==> src/rtl/alu_arbiter_pkg.sv <==
`default_nettype none
// ============================================================================
// Module   : alu_arbiter_pkg
// Purpose  : Shared opcodes, widths and FSM encoding for the ALU arbiter.
// Revision : 1.0  initial release
// ============================================================================
package alu_arbiter_pkg;

    localparam int DATA_W = 16;
    localparam int OP_W   = 4;
    localparam int CC_W   = 3;

    localparam logic [OP_W-1:0] OP_ADD   = 4'd0;
    localparam logic [OP_W-1:0] OP_AND   = 4'd1;
    localparam logic [OP_W-1:0] OP_PASSA = 4'd2;
    localparam logic [OP_W-1:0] OP_PASSB = 4'd3;
    localparam logic [OP_W-1:0] OP_NOTA  = 4'd4;
    localparam logic [OP_W-1:0] OP_MUL   = 4'd5;
    localparam logic [OP_W-1:0] OP_SHL   = 4'd6;
    localparam logic [OP_W-1:0] OP_SRA   = 4'd7;

    typedef enum logic [1:0] {
        ST_IDLE = 2'd0,
        ST_EXEC = 2'd1,
        ST_RESP = 2'd2
    } state_t;

    function automatic logic op_illegal(input logic [OP_W-1:0] op);
        return op[OP_W-1];
    endfunction

endpackage
`default_nettype wire

==> src/rtl/alu_arbiter_rr_arb2.sv <==
`default_nettype none
// ============================================================================
// Module   : rr_arb2
// Purpose  : Two-input round-robin arbiter; pointer advances on update.
// Revision : 1.0  initial release
// ============================================================================
module rr_arb2 (
    input  logic       clk,
    input  logic       rst_n,
    input  logic [1:0] req,
    input  logic       update,
    output logic [1:0] grant
);

    // r_ptr = 0 favours req[0], r_ptr = 1 favours req[1]
    logic r_ptr;

    always_comb begin
        grant = 2'b00;
        case (req)
            2'b01:   grant = 2'b01;
            2'b10:   grant = 2'b10;
            2'b11:   grant = r_ptr ? 2'b10 : 2'b01;
            default: grant = 2'b00;
        endcase
    end

    always_ff @(posedge clk or negedge rst_n) begin
        if (!rst_n) begin
            r_ptr <= 1'b0;
        end else if (update && (|grant)) begin
            r_ptr <= grant[0];
        end
    end

endmodule
`default_nettype wire

==> src/rtl/alu_arbiter.sv <==
`default_nettype none
// ============================================================================
// Module   : alu_arbiter
// Purpose  : Shares one ALU between two requesters; grant, settle, capture.
// Revision : 1.0  initial release
// ============================================================================
module alu_arbiter
    import alu_arbiter_pkg::*;
#(
    parameter int MUL_CYCLES = 2
) (
    input  logic              clk,
    input  logic              rst_n,
    input  logic              req0,
    input  logic              req1,
    input  logic [OP_W-1:0]   op0,
    input  logic [OP_W-1:0]   op1,
    input  logic [DATA_W-1:0] a0,
    input  logic [DATA_W-1:0] a1,
    input  logic [DATA_W-1:0] b0,
    input  logic [DATA_W-1:0] b1,
    output logic              gnt0,
    output logic              gnt1,
    output logic              done0,
    output logic              done1,
    output logic [DATA_W-1:0] alu_a,
    output logic [DATA_W-1:0] alu_b,
    output logic [OP_W-1:0]   alu_control,
    input  logic [DATA_W-1:0] alu_z,
    input  logic [DATA_W-1:0] alu_of,
    input  logic [CC_W-1:0]   alu_cc,
    output logic [DATA_W-1:0] res_z,
    output logic [DATA_W-1:0] res_of,
    output logic [CC_W-1:0]   res_cc,
    output logic              err,
    output logic              busy
);

    localparam int CNT_W = (MUL_CYCLES > 1) ? $clog2(MUL_CYCLES) : 1;
    localparam logic [CNT_W-1:0] C_MUL_LOAD = CNT_W'(MUL_CYCLES - 1);

    state_t              r_state;
    state_t              w_state_nxt;
    logic                w_load;
    logic                w_cnt_dec;
    logic                w_capture;
    logic [1:0]          w_gnt;
    logic                w_win;
    logic [OP_W-1:0]     w_op_sel;

    logic [CNT_W-1:0]    r_cnt;
    logic                r_owner;
    logic [1:0]          r_gnt;
    logic [1:0]          r_done;
    logic [DATA_W-1:0]   r_alu_a;
    logic [DATA_W-1:0]   r_alu_b;
    logic [OP_W-1:0]     r_alu_control;
    logic [DATA_W-1:0]   r_res_z;
    logic [DATA_W-1:0]   r_res_of;
    logic [CC_W-1:0]     r_res_cc;
    logic                r_err;

    rr_arb2 u_arb (
        .clk    (clk),
        .rst_n  (rst_n),
        .req    ({req1, req0}),
        .update (w_load),
        .grant  (w_gnt)
    );

    assign w_win    = w_gnt[1];
    assign w_op_sel = w_win ? op1 : op0;

    always_ff @(posedge clk or negedge rst_n) begin
        if (!rst_n) begin
            r_state <= ST_IDLE;
        end else begin
            r_state <= w_state_nxt;
        end
    end

    always_comb begin
        w_state_nxt = r_state;
        w_load      = 1'b0;
        w_cnt_dec   = 1'b0;
        w_capture   = 1'b0;
        case (r_state)
            ST_IDLE: begin
                if (req0 || req1) begin
                    w_load      = 1'b1;
                    w_state_nxt = ST_EXEC;
                end
            end
            ST_EXEC: begin
                if (r_cnt != '0) begin
                    w_cnt_dec = 1'b1;
                end else begin
                    w_capture   = 1'b1;
                    w_state_nxt = ST_RESP;
                end
            end
            ST_RESP: begin
                w_state_nxt = ST_IDLE;
            end
            default: begin
                w_state_nxt = ST_IDLE;
            end
        endcase
    end

    // Grant/done are single-cycle pulses; ALU operands hold between ops.
    always_ff @(posedge clk or negedge rst_n) begin
        if (!rst_n) begin
            r_cnt         <= '0;
            r_owner       <= 1'b0;
            r_gnt         <= 2'b00;
            r_done        <= 2'b00;
            r_alu_a       <= '0;
            r_alu_b       <= '0;
            r_alu_control <= '0;
            r_res_z       <= '0;
            r_res_of      <= '0;
            r_res_cc      <= '0;
            r_err         <= 1'b0;
        end else begin
            r_gnt  <= 2'b00;
            r_done <= 2'b00;
            if (w_load) begin
                r_gnt         <= w_gnt;
                r_owner       <= w_win;
                r_alu_a       <= w_win ? a1 : a0;
                r_alu_b       <= w_win ? b1 : b0;
                r_alu_control <= w_op_sel;
                r_cnt         <= (w_op_sel == OP_MUL) ? C_MUL_LOAD : '0;
            end
            if (w_cnt_dec) begin
                r_cnt <= r_cnt - CNT_W'(1);
            end
            if (w_capture) begin
                r_done[r_owner] <= 1'b1;
                if (op_illegal(r_alu_control)) begin
                    r_res_z  <= '0;
                    r_res_of <= '0;
                    r_res_cc <= '0;
                    r_err    <= 1'b1;
                end else begin
                    r_res_z  <= alu_z;
                    r_res_of <= alu_of;
                    r_res_cc <= alu_cc;
                    r_err    <= 1'b0;
                end
            end
        end
    end

    assign gnt0        = r_gnt[0];
    assign gnt1        = r_gnt[1];
    assign done0       = r_done[0];
    assign done1       = r_done[1];
    assign alu_a       = r_alu_a;
    assign alu_b       = r_alu_b;
    assign alu_control = r_alu_control;
    assign res_z       = r_res_z;
    assign res_of      = r_res_of;
    assign res_cc      = r_res_cc;
    assign err         = r_err;
    assign busy        = (r_state != ST_IDLE);

endmodule
`default_nettype wire
==> config.mk <==
export PLATFORM = sky130hd
export DESIGN_NAME = alu_arbiter
export DESIGN_NICKNAME = d
export VERILOG_FILES = /design/src/rtl/alu_arbiter_pkg.sv /design/src/rtl/alu_arbiter_rr_arb2.sv /design/src/rtl/alu_arbiter.sv
export SDC_FILE = /design/constraint.sdc
export NUM_CORES = 1
export LEC_CHECK = 0
export ABC_AREA = 0
export BUFFER_PORTS_ARGS = -buffer_cell sky130_fd_sc_hd__buf_2
export CAP_MARGIN = 30
export CORE_MARGIN = 5
export CORE_UTILIZATION = 47
export DETAILED_ROUTE_END_ITERATION = 10
export PLACE_DENSITY = 0.81
export SLEW_MARGIN = 30
export SYNTH_ARGS = -nofsm -noshare
export SYNTH_HDL_FRONTEND = slang
export SYNTH_HIERARCHICAL = 1
export SYNTH_SLANG_ARGS = --single-unit
==> constraint.sdc <==
create_clock -name clk -period 1.9 [get_ports clk]
set_input_delay 0.095 -clock clk [delete_from_list [all_inputs] [get_ports clk]]
set_output_delay 0.095 -clock clk [all_outputs]
set_load 0.03 [all_outputs]
-- Word level (Yosys, flattened, before mapping)
Index checks and enable logic that the tools add are counted.
- flip-flop bits (word level): 81
- bits of input ports: 111
- output and inout port bits: 77
- $lt $le $gt $ge: 2
- mux-type cells: 25
- reduce and logical (&&, ||, !) cells: 8
- equality and inequality tests: 7
- $add $sub $neg: 1
- operators with widths (kind ; count):
    16-bit two-way mux ; 4
    1-bit two-way mux ; 11
    2-bit two-way mux ; 5
    2-bit one-hot mux with 3 select lines ; 1
    2-bit by 1-bit == test with 1-bit output, second input constant ; 2
    2-bit == test, second input constant ; 2
    4-bit by 3-bit == test with 1-bit output, second input constant ; 1
    4-bit two-way mux ; 1
    2-bit != test, second input constant ; 2
    2-bit one-hot mux with 2 select lines ; 1
    2-bit nonzero test ; 2
    3-bit two-way mux ; 1
    1-bit logical AND ; 2
    2-bit zero test ; 1
    1-bit by 2-bit less-than comparator with 1-bit output, second input constant ; 1
    2-bit AND reduction ; 1
    2-bit OR reduction ; 1
    1-bit demux with 1-bit select ; 1
    1-bit greater-or-equal comparator, second input constant ; 1
    1-bit logical OR ; 1
    1-bit subtractor, second input constant ; 1

-- Logic depth before layout (Yosys ltp)
- depth in word-level cells: 7
- depth in mapped cells: 6
- depth with buffers taken out: 5

-- By module
Netlist, hierarchy kept.
- by module, submodules not included (module ; seq. area each (um^2) ; cells an instance ; area each (um^2) ; instances):
    alu_arbiter ; 2001.9 ; 296 ; 3926.3 ; 1
    rr_arb2 ; 25.0 ; 6 ; 55.1 ; 1

-- Worst setup path after synthesis
OpenSTA, ideal clock, no wires.
- path type: reg-to-reg
- from: register u_arb.r_ptr
- to: register r_alu_a[8] (netlist: alu_a[8])
- cell stages (with the launch flop): 6
- arrival time: 1455 ps
- slack: 317 ps
- period minus slack after synthesis: 1583 ps
- data required time: 1773 ps
- library setup time: 127 ps
- cells stage by stage: dfrtp_1 -> inv_1 -> a21boi_1 -> buf_2 -> mux2_2 -> mux2_1
- longest elaborated chain between the ends: 3
- ends and longest elaborated chain (what ; RTL line ; source):
    start: declaration ; alu_arbiter_rr_arb2.sv:16 ; logic r_ptr;
    start signal: assignment ; alu_arbiter_rr_arb2.sv:32 ; r_ptr <= grant[0];
    2-bit two-way mux ; alu_arbiter_rr_arb2.sv:23 ; 2'b11: grant = r_ptr ? 2'b10 : 2'b01;
    2-bit one-hot mux with 3 select lines ; alu_arbiter_rr_arb2.sv:20 ; case (req)
    via w_gnt[1] ; alu_arbiter.sv:47 ; logic [1:0] w_gnt;
    16-bit two-way mux ; alu_arbiter.sv:131 ; r_alu_a <= w_win ? a1 : a0;
    end signal: assignment ; alu_arbiter.sv:131 ;
    end: declaration ; alu_arbiter.sv:55 ; logic [DATA_W-1:0] r_alu_a;
The timed path passes the listed nets, and every way through them passes these cells.
A chain may end at the register's enable or synchronous reset.

-- Worst setup path after layout
- from: register u_arb.r_ptr
- to: register r_alu_a[9] (netlist: alu_a[9])
Same word-level chain as after synthesis.

==> impl_metrics.yaml <==
logic_synthesis:
  yosysUniqueCellTypes: 31
  syn_nets: 413
  ys_warn_count: 6
  syn_avg_cell_area_um2: 13.2
  syn_inst: 302
  syn_area_um2: 3980
  ys_ff_latch: 81
  yosysSeqAreaShare_pct: 50.9
critical_path:
  critPathMaxStageDelay_ns: 0.38
  crit_arrival_ns: 1.90
  cp_num_buf_inv: 2
  critical_path.cell_chain: "inv_1 -> a21boi_4 -> buf_4 -> mux2_2 -> mux2_1"
  slowest_stage: "dfrtp_1"
  critPathKind: "reg2reg"
  cpLargestDelayFamily: "multiplexers"
  required_ns: 2.11
  crit_path_end_kind: "register"
  path_max_fanout: 16
  startpoint_type: "register"
layout:
  diodes: 0
  final_common_cell: "buf_2"
  drive_gt1_share_pct: 61.5
  syn_to_final_growth_pct: 35.4
  layout.nets: 623
  final_cell_mix: "buf_2, dfrtp_1, mux2_2, nand2b_1, nand2_1"
  post-route-util_pct: 65.6
clock_network:
  hold_buffers: 21
  clkTransAtPathRegs_ns: 0.08
  post_cts_buffers: 0
  h-tree-depth: 3
  cts_resized: 0
  clock_sinks: 81
  root_buffer: "clkbuf_8"
  clock_path_buffers: 2
  clkLatencyLatePin_ns: 0.34
  cts_tree: "yes"
  cts_made_buffers: 9
timing:
  max_freq_mhz: 590
  fin_tns_setup_ns: 0
  setup_violations: 0
  fin_crit_sh_pct: 89.2
  slew_viol_final: 0
  fin_worst_skew_ns: 0.0167
  whs_ns: 0.0233
  tightestPinTransition_ns: 0.467
  grt_setup_unrepaired: "no"
  relSlewSlack_pct: 68.9
  period_needed_ns: 1.69
  hold_viol: 0
die:
  ioPinCount: 188
  fp.dieH_um: 102
  initial_core_util_pct: 48.5
  die_w_um: 102
  core_um2: 8220
  num_rows: 33
  dieArea_um2: 10400
global_route:
  grt.total_usage_pct: 19.0
  grt_pass1_vias: 3231
  grt_antenna_before_repair: 0
  grt_pass1_wl_um: 15500
  grt_overflow_total: 0
  grt_max_degree: 43
placement:
  hpwlAfterDp_um: 7240
  portBuffers: 187
  gp_congestion: 0.788
routing:
  via_per_inst: 4.88
  ant_nets: 0
  drc: 0
  routed_wl_um: 9790
  drt_iter0_drc: 57
  vias: 3034
  wire_per_inst_um: 15.7
  drt-pass1-iter-count: 4
pwr:
  p_leak_nw: 2.74
  cellPowerDensity_nw_per_um2: 1700
  vdd_drop_max_mv: 0.729
run:
  maxCapViolations: 0
run_status:
  outcome: "finished clean"
min_path:
  hold_class: "in2reg"
-- through the flow --
stage	instance area, µm²	setup WS (ns)	cells	power (mW)
final	5390	0.206	622	9.16
after CTS	5390	0.192	622	9.28
after detailed placement	4980	0.198	585	7.97
after global routing	5390	0.109	622	9.69
after global placement	4980	0.271	585	7.81
after floorplan	3980	0.317	302	6.81
-- final timing paths --
kind	cells past startpoint	from	slack [ns]	end
setup / recovery	5	u_arb/r_ptr	0.21	alu_a[9]
hold / removal	3	alu_cc[2]	0.02	res_cc[2]
setup reg to reg	5	u_arb/r_ptr	0.21	alu_a[9]
hold reg to reg	2	res_of[3]	0.47	res_of[3]
max in group asynchronous	3	rst_n	1.11	res_z[15]
min in group asynchronous	2	rst_n	0.16	alu_b[4]
-- kinds of logic after synthesis --
kind of cell	Yosys count	share of synthesized area, %
AO/OA/AOI/OAI	42	8.77
multiplexers	74	23.9
AND/OR/NAND/NOR	83	11.2
flip-flops	81	50.9
buffers and inverters	22	5.28
-- routing by layer --
layer	wire, µm	vias up	GRT usage [%]	share of wire [%]
met4	193	0	7.77	2.0
met3	577	15	2.94	5.9
met1	3440	1470	20.8	35
li1	-	1451	-	-
met2	5580	98	36.3	57
met5	0	-	0	0
-- area by class of cell --
| cell class | instances | area (µm²) |
|---|---|---|
| Tap cell | 105 | 131 |
| Clock inverter | 4 | 52.6 |
| Clock buffer | 12 | 145 |
| Timing Repair Buffer | 219 | 1270 |
| Fill cell | 644 | 2830 |
| Multi-Input combinational cell | 199 | 1760 |
| Sequential cell | 81 | 2030 |
| Inverter | 2 | 7.51 |
-- cells in the mapped netlist (all sizes together) --
master	instances	share of area, %
a21boi	2	0.38
a21oi	1	0.13
a31oi	1	0.16
and2	3	0.47
buf	16	4.7
clkbuf	4	0.38
dfrtp	81	51
inv	2	0.19
mux2	74	24
nand2	35	3.3
nand2b	35	5.5
nor2	3	0.75
nor2b	1	0.16
nor3	3	0.38
nor3b	1	0.19
o211ai	1	0.19
o21ai	36	7.7
o31ai	1	0.19
or2	1	0.22
or3b	1	0.22
-- state kept, by name (all words and copies together), names as in the netlist --
name / count
err: 1
r_owner: 1
res_z: 16
res_cc: 3
u_arb/r_ptr: 1
r_done: 2
alu_a: 16
r_state: 2
res_of: 16
alu_control: 4
r_cnt: 1
alu_b: 16
r_gnt: 2
-- report_power, final --
group | total (mW) | leakage [nW] | internal [mW] | switching, mW
sequential | 2.88 | 1.00 | 2.48 | 0.401
combinational | 5.02 | 1.64 | 2.02 | 3.01
clock | 1.26 | 0.0888 | 0.645 | 0.611
-- worst reg2reg max path, cell delays in order (launching register included) --
cell,delay (ns)
dfrtp_1,0.38
inv_1,0.08
a21boi_4,0.19
buf_4,0.27
mux2_2,0.36
mux2_1,0.30
No activity file was read; power rests on OpenSTA's default activity.
